### config.mk
export PLATFORM = sky130hd
export DESIGN_NAME = pc_next_unit
export DESIGN_NICKNAME = d
export VERILOG_FILES = /design/src/rtl/pc_pkg.sv /design/src/rtl/pc_target_sel.sv /design/src/rtl/pc_next_unit.sv
export SDC_FILE = /design/constraint.sdc
export NUM_CORES = 1
export LEC_CHECK = 0
export CAP_MARGIN = 15
export CORE_ASPECT_RATIO = 1.4
export CORE_MARGIN = 2
export CORE_UTILIZATION = 30
export DETAILED_ROUTE_END_ITERATION = 10
export GPL_TIMING_DRIVEN = 0
export PLACE_DENSITY = 0.72
export SLEW_MARGIN = 0
export SYNTH_ARGS = -nofsm -noshare
export SYNTH_HDL_FRONTEND = slang
export SYNTH_SLANG_ARGS = --single-unit
### constraint.sdc
create_clock -name clk -period 3.8 [get_ports clk]
set_input_delay 0.38 -clock clk [delete_from_list [all_inputs] [get_ports clk]]
set_output_delay 0.38 -clock clk [all_outputs]
set_load 0.02 [all_outputs]
### src/rtl/pc_pkg.sv
// Shared constants and encodings for the program-counter sequencer.
package pc_pkg;

  localparam logic [31:0] RESET_PC_DEFAULT = 32'h0040_0000;
  localparam logic [31:0] PC_STEP          = 32'd4;

  typedef enum logic {
    IDLE    = 1'b0,
    PENDING = 1'b1
  } pc_state_e;

  typedef enum logic [1:0] {
    SEL_SEQ = 2'd0,
    SEL_BR  = 2'd1,
    SEL_J   = 2'd2,
    SEL_JR  = 2'd3
  } pc_sel_e;

  // J/JAL keep the 256 MB region of the delay-slot address.
  function automatic logic [31:0] jump_addr(input logic [31:0] base,
                                            input logic [25:0] index);
    return {base[31:28], index, 2'b00};
  endfunction

endpackage

### src/rtl/pc_target_sel.sv
// Priority arbitration of redirect requests (jr > jump > branch) and target computation.
module pc_target_sel
  import pc_pkg::*;
(
  input  logic [31:0] pc_plus4,
  input  logic        branch_taken,
  input  logic [31:0] branch_off,
  input  logic        jump,
  input  logic [25:0] jump_target,
  input  logic        jr,
  input  logic [31:0] jr_addr,
  output logic [31:0] target,
  output logic [1:0]  sel,
  output logic        jr_misaligned
);

  logic [31:0] br_target;
  logic [31:0] j_target;
  logic [31:0] jr_target;

  assign br_target = pc_plus4 + branch_off;
  assign j_target  = jump_addr(pc_plus4, jump_target);
  // Low bits are forced to zero so fetch stays word-aligned even on a bad jr.
  assign jr_target = {jr_addr[31:2], 2'b00};

  always_comb begin
    target        = pc_plus4;
    sel           = SEL_SEQ;
    jr_misaligned = 1'b0;
    if (jr) begin
      target        = jr_target;
      sel           = SEL_JR;
      jr_misaligned = (jr_addr[1:0] != 2'b00);
    end else if (jump) begin
      target = j_target;
      sel    = SEL_J;
    end else if (branch_taken) begin
      target = br_target;
      sel    = SEL_BR;
    end
  end

endmodule

### src/rtl/pc_next_unit.sv
// PC register and next-PC sequencer. Define BRANCH_DELAY_SLOT_EN for two-cycle
// delay-slot redirects through the PENDING state; otherwise redirects are immediate.
module pc_next_unit
  import pc_pkg::*;
#(
  parameter logic [31:0] RESET_PC = RESET_PC_DEFAULT
) (
  input  logic        clk,
  input  logic        rst_n,
  input  logic        stall,
  input  logic        branch_taken,
  input  logic [31:0] branch_off,
  input  logic        jump,
  input  logic [25:0] jump_target,
  input  logic        jr,
  input  logic [31:0] jr_addr,
  output logic [31:0] pc,
  output logic [31:0] pc_plus4,
  output logic        redirect,
  output logic        pending,
  output logic        addr_err
);

  // Request protocol: branch_taken/jump/jr are single-cycle valids with no
  // ready; stall acts as the inverse of ready, and a request seen while stall
  // is high is dropped (the requester re-presents it).

  logic [31:0] pc_q;
  logic        redirect_q;
  logic        addr_err_q;
  logic [31:0] target;
  logic [1:0]  sel;
  logic        jr_misaligned;
  logic        take;

  assign pc_plus4 = pc_q + PC_STEP;
  assign take     = (sel != SEL_SEQ);

  pc_target_sel u_target_sel (
    .pc_plus4      (pc_plus4),
    .branch_taken  (branch_taken),
    .branch_off    (branch_off),
    .jump          (jump),
    .jump_target   (jump_target),
    .jr            (jr),
    .jr_addr       (jr_addr),
    .target        (target),
    .sel           (sel),
    .jr_misaligned (jr_misaligned)
  );

`ifdef BRANCH_DELAY_SLOT_EN
  pc_state_e   state_q;
  logic [31:0] target_q;
  logic        target_err_q;
  logic        pending_q;

  always_ff @(posedge clk) begin
    if (!rst_n) begin
      pc_q         <= RESET_PC;
      redirect_q   <= 1'b0;
      addr_err_q   <= 1'b0;
      state_q      <= IDLE;
      target_q     <= '0;
      target_err_q <= 1'b0;
      pending_q    <= 1'b0;
    end else if (stall) begin
      redirect_q <= 1'b0;
      addr_err_q <= 1'b0;
    end else if (state_q == PENDING) begin
      // Requests are ignored here: a branch in a delay slot is unsupported.
      pc_q       <= target_q;
      redirect_q <= 1'b1;
      addr_err_q <= target_err_q;
      pending_q  <= 1'b0;
      state_q    <= IDLE;
    end else begin
      pc_q       <= pc_plus4;
      redirect_q <= 1'b0;
      addr_err_q <= 1'b0;
      if (take) begin
        // addr_err is held back so it appears with the redirected pc.
        target_q     <= target;
        target_err_q <= jr_misaligned;
        pending_q    <= 1'b1;
        state_q      <= PENDING;
      end
    end
  end

  assign pending = pending_q;
`else
  always_ff @(posedge clk) begin
    if (!rst_n) begin
      pc_q       <= RESET_PC;
      redirect_q <= 1'b0;
      addr_err_q <= 1'b0;
    end else if (stall) begin
      redirect_q <= 1'b0;
      addr_err_q <= 1'b0;
    end else begin
      pc_q       <= take ? target : pc_plus4;
      redirect_q <= take;
      addr_err_q <= jr_misaligned;
    end
  end

  assign pending = 1'b0;
`endif

  assign pc       = pc_q;
  assign redirect = redirect_q;
  assign addr_err = addr_err_q;

endmodule
==> metrics.yaml, run 1 <==
n_antenna_cell: 0
synth_edf_count: 0
ys_async_sr_fraction_pct: 0
ir_worst_vdd_uv: 171
gr-usage-all-layers_pct: 22.9
ys_seq_area_share_pct: 16.1
slew_headroom_pct: 43.2
post_drt_wl_per_cell_um: 19.4
std_cell_rows: 51
cp_max_fo: 8
grt_pass1_wl_um: 27000
ys_warn_count: 0
share_seq_of_total_power_pct: 25.0
path_buf_inv: 2
finalSetupViolCount: 0
drive_gt1_share_pct: 11.5
fin_setup_tns_ps: 0
worstSetupPathType: "reg -> reg"
startpoint_type: "flop"
finalCriticalPeriod_ps: 3670
antenna_found_initial: 0
hold_depth: 2
ys_ff_latch: 34
synth_nets: 719
fin_util_pct: 47.5
netSwitchingFraction_pct: 39.2
setup_ws_ps: 134
final_nets: 901
syn_avg_cell_area_um2: 7.27
slew_viol_final: 0
path_clk_slew_ps: 60
ys.flop_type: "dfxtp_1"
hold_viol: 0
pwr-share-comb_pct: 50.5
reg2regPathDepth: 17
drtIter0Drc: 476
min_path_type: "reg -> reg"
critical_path_depth: 17
tightestPinTransition_ps: 850
fin_worst_skew_ps: 4.52
post-place-ws_ps: -732
cp.required_ps: 4030
p_switching_uw: 683
powerDensity_nw_per_um2: 265
cts_root_buf: "clkbuf_16"
tritoncts: "done"
ys_types: 62
cp_cell_sequence: "and4_4, nand4_4, nor2_4, buf_4, buf_4, nand4_1, xnor2_2, ha_2, nand4_1, nor2_1, o21ai_0, a21oi_2, nor2_2, o21bai_1, xnor2_1, a2111oi_1, a31o_1"
critPathTopFamily: "simple AND/OR/NAND/NOR gates"
cts_hold_buf: 0
cts-htree-levels: 2
end_kind: "flop"
wl_um: 18500
arrival_ps: 3900
power_leakage_uw: 0.00270
core_area_um2: 13800
critPathSlowestCell: "dfxtp_2"
grt_pass1_vias: 5129
gp_congestion: 0.899
fin_crit_sh_pct: 96.5
max_stage_delay_ps: 430
grt_max_degree: 11
die_area_um2: 15100
clock_sinks: 34
cts_made_buffers: 5
holdWs_ps: 513
grt_overflow: 0
synthCells: 583
cts_buffer_depth: 2
io_buffers: 160
clock.fmax_mhz: 273
syn_to_final_growth_pct: 55.2
worstSkewPairLatency_ps: 280
vias: 5407
first_pass_iters: 6
drcViolationCount: 0
synth_area_um2: 4240
vias_per_cell: 5.69
drtAntennaViolNets: 0
p_clk_share_pct: 24.5
maxCapViolations: 0
power_uw: 1740
io_pins: 163
hpwl_um: 14400
start_util_pct: 30.6
die_y_um: 145
die_width_um: 104
intPower_uw: 1060
status: "completed"
## layout by cell type (no fill, tap or decap), drive strengths merged, types with 17 or more instances in the layout
master / count
a21o: 25
a21oi: 60
buf: 27
clkbuf: 31
clkdlybuf4s50: 160
dfxtp: 34
ha: 39
nand2: 46
nand3: 34
nand4: 17
nor2: 41
o21ai: 44
xnor2: 36
xor2: 21
## synth_stat cells (15+ instances only)
cell | count | area share (%)
a21oi_1 | 59 | 7.0
nand2_1 | 46 | 4.1
o21ai_0 | 44 | 5.2
nor2_1 | 41 | 3.6
ha_1 | 39 | 12
xnor2_1 | 36 | 7.4
dfxtp_1 | 34 | 16
nand3_1 | 33 | 3.9
clkbuf_1 | 28 | 2.5
a21o_1 | 25 | 4.4
xor2_1 | 21 | 4.3
nand4_1 | 16 | 2.4
nor3_1 | 15 | 1.8
## power groups by stage
stage               Combinational [uW]  Clock (uW)  Sequential (uW)
finish                             880         426              436
global route                       942         439              440
CTS                                841         421              434
detailed placement                 829           0              438
global placement                   827           0              438
floorplan                          460           0              459
## sequential cells by signal (all words and copies together), names as in the netlist
signal,flops
addr_err,1
pc,32
redirect,1
## timing repair
action	in CTS	in global routing
setup buffers	2	17
gates resized for setup	23	28
endpoints found under the setup margin	14	11
pin swaps	2	18
## through the flow
| step | instances | instance area, um^2 |
|---|---|---|
| 6_report | 951 | 6580 |
| 3_3_place_gp | 928 | 6120 |
| 4_1_cts | 937 | 6350 |
| 3_5_place_dp | 928 | 6120 |
| 5_1_grt | 951 | 6580 |
| 2_1_floorplan | 583 | 4290 |
## worst reg2reg max path, cell delays in order (launching register included)
cell       delay, ps
dfxtp_2          430
and4_4           280
nand4_4          150
nor2_4           160
buf_4            130
buf_4            100
nand4_1          150
xnor2_2          230
ha_2             410
nand4_1          150
nor2_1           180
o21ai_0          120
a21oi_2          200
nor2_2            80
o21bai_1         180
xnor2_1          120
a2111oi_1        390
a31o_1           140
## cell families after synthesis
kind of cell	synth area share, %
fa+ha+maj	12.0
xor+xnor	11.8
flops	16.1
compound gates	31.2
mux	1.68
buf+inv	4.78
other cells	0.0885
simple gates	22.4
## cell type report
class / count / area (um^2)
inverter: 14 / 52.6
multi-input combinational: 499 / 3570
buffer: 32 / 135
clock inverter: 1 / 5.00
tap: 185 / 231
clock buffer: 7 / 143
sequential: 34 / 703
timing repair buffer: 179 / 1740
fill: 1399 / 7270
## worst paths after layout
path | start | to | slack (ps)
worst min-delay path | pc[0] | pc[0] | 510
worst max-delay path | pc[10] | pc[29] | 130
worst max register to register | pc[10] | pc[29] | 130
worst min register to register | pc[0] | pc[0] | 510
## routing by layer
layer | track usage (%) | vias up | part of all wire, %
met2 | 41.5 | 322 | 49
met5 | 0 | - | 0
met1 | 25.7 | 2474 | 37
met4 | 12.7 | 0 | 5.3
met3 | 3.31 | 72 | 7.9
li1 | - | 2539 | -
Power figures use the tool's default switching activity.
==> run 2: changes to the inputs <==
PLACE_DENSITY = unset   (was 0.72)
PLACE_DENSITY_LB_ADDON = 0.15   (was unset)
==> metrics.yaml, run 2 (synthesis results as in run 1) <==
drive_gt1_share_pct: 10.5
fin_setup_tns_ps: 0
p_switching_uw: 684
die_y_um: 145
grt_pass1_wl_um: 28000
intPower_uw: 1110
slew_headroom_pct: 39.3
die_area_um2: 15100
vias: 5357
grt_overflow: 0
powerDensity_nw_per_um2: 273
drtIter0Drc: 312
worstSkewPairLatency_ps: 280
max_stage_delay_ps: 400
fin_crit_sh_pct: 96.0
start_util_pct: 30.6
hpwl_um: 15100
drcViolationCount: 0
antenna_found_initial: 0
clock_sinks: 34
largest_register_ffs: 32
syn_to_final_growth_pct: 54.8
end_kind: "flop"
worstSetupPathType: "reg -> reg"
cts-htree-levels: 2
fin_util_pct: 47.4
cp_cell_sequence: "nand4_1, buf_4, nor2_1, xor2_1, ha_1, a21oi_1, o22ai_1, nor3_1, a21oi_4, a21oi_2, o31ai_2, buf_4, a221oi_4, xor2_1, o32ai_1"
tritoncts: "done"
first_pass_iters: 5
final_cell_mix: "clkdlybuf4s50_1 (160), a21oi_1 (53), nand2_1 (46), o21ai_0 (43), nor2_1 (37)"
vias_per_cell: 5.66
final_common_cell: "clkdlybuf4s50_1"
arrival_ps: 3770
final_area_um2: 6560
slew_viol_final: 0
netSwitchingFraction_pct: 38.2
drtAntennaViolNets: 0
cp.required_ps: 3920
grt_pass1_vias: 5162
finalCriticalPeriod_ps: 3650
path_buf_inv: 2
place_area_um2: 6120
p_clk_share_pct: 26.0
hold_viol: 0
final_nets: 896
std_cell_rows: 51
cts_buffer_depth: 2
n_antenna_cell: 0
cts_made_buffers: 5
power_leakage_uw: 0.00268
io_pins: 163
pwr-share-comb_pct: 49.6
maxCapViolations: 0
share_seq_of_total_power_pct: 24.4
post_drt_wl_per_cell_um: 20.5
clock.fmax_mhz: 274
gr-usage-all-layers_pct: 23.8
min_path_type: "reg -> reg"
cts_root_buf: "clkbuf_16"
critPathTopFamily: "compound AO/OA/AOI/OAI gates"
fin_worst_skew_ps: 9.64
tightestPinTransition_ps: 904
critPathSlowestCell: "dfxtp_4"
path_clk_slew_ps: 60
core_area_um2: 13800
cp_max_fo: 6
wl_um: 19400
io_buffers: 160
cts_hold_buf: 0
finalSetupViolCount: 0
grt_max_degree: 11
gp_congestion: 0.914
startpoint_type: "flop"
status: "completed"
ir_worst_vdd_uv: 233
die_width_um: 104
-- run 2: path summary, 6_finish.rpt --
kind,start,to,slack [ps],cells after the start
min reg2reg,pc[0],pc[0],500,2
min,pc[0],pc[0],500,2
max,pc[2],pc[30],150,15
max reg2reg,pc[2],pc[30],150,15
-- run 2: stage by stage --
| step | cells | hold WS, ps | total power [uW] | worst slack (ps) |
|---|---|---|---|---|
| detailed placement | 928 | 496 | 1280 | -860 |
| floorplan | 583 | 523 | 919 | -65.7 |
| finish | 946 | 499 | 1790 | 151 |
| CTS | 938 | 502 | 1760 | 3.44 |
| global route | 946 | 543 | 1870 | -8.47 |
| global placement | 928 | 487 | 1270 | -844 |
-- run 2: power by group through the flow --
stage / Sequential, uW / Clock (uW) / Combinational [uW]
finish: 437 / 466 / 889
detailed placement: 439 / 0 / 838
CTS: 434 / 471 / 852
global placement: 437 / 0 / 833
global route: 439 / 485 / 950
floorplan: 459 / 0 / 460
-- run 2: timing repair --
item | in CTS | in global routing
setup endpoints to repair | 15 | 10
pin swaps | 5 | 14
setup buffers | 4 | 10
resized for setup | 26 | 25
-- run 2: final cells by class --
class	instances	area, um^2
Buffer	32	135
Clock buffer	7	133
Clock inverter	1	30.0
Fill cell	1401	7290
Inverter	14	52.6
Multi-Input combinational cell	499	3570
Sequential cell	34	706
Tap cell	185	231
Timing Repair Buffer	174	1710
-- run 2: worst min-delay path, stage by stage, from the launching register on --
cell,delay [ps]
dfxtp_1,340
nand2_1,60
a21oi_1,50
-- run 2: routing by layer --
layer  vias to the layer above  routed length (um)  track usage [%]
li1                       2534                   -                -
met1                      2524                7350             26.1
met2                       257               10300             45.5
met3                        42                1130             3.45
met4                         0                 577             9.96
met5                         -                   0                0
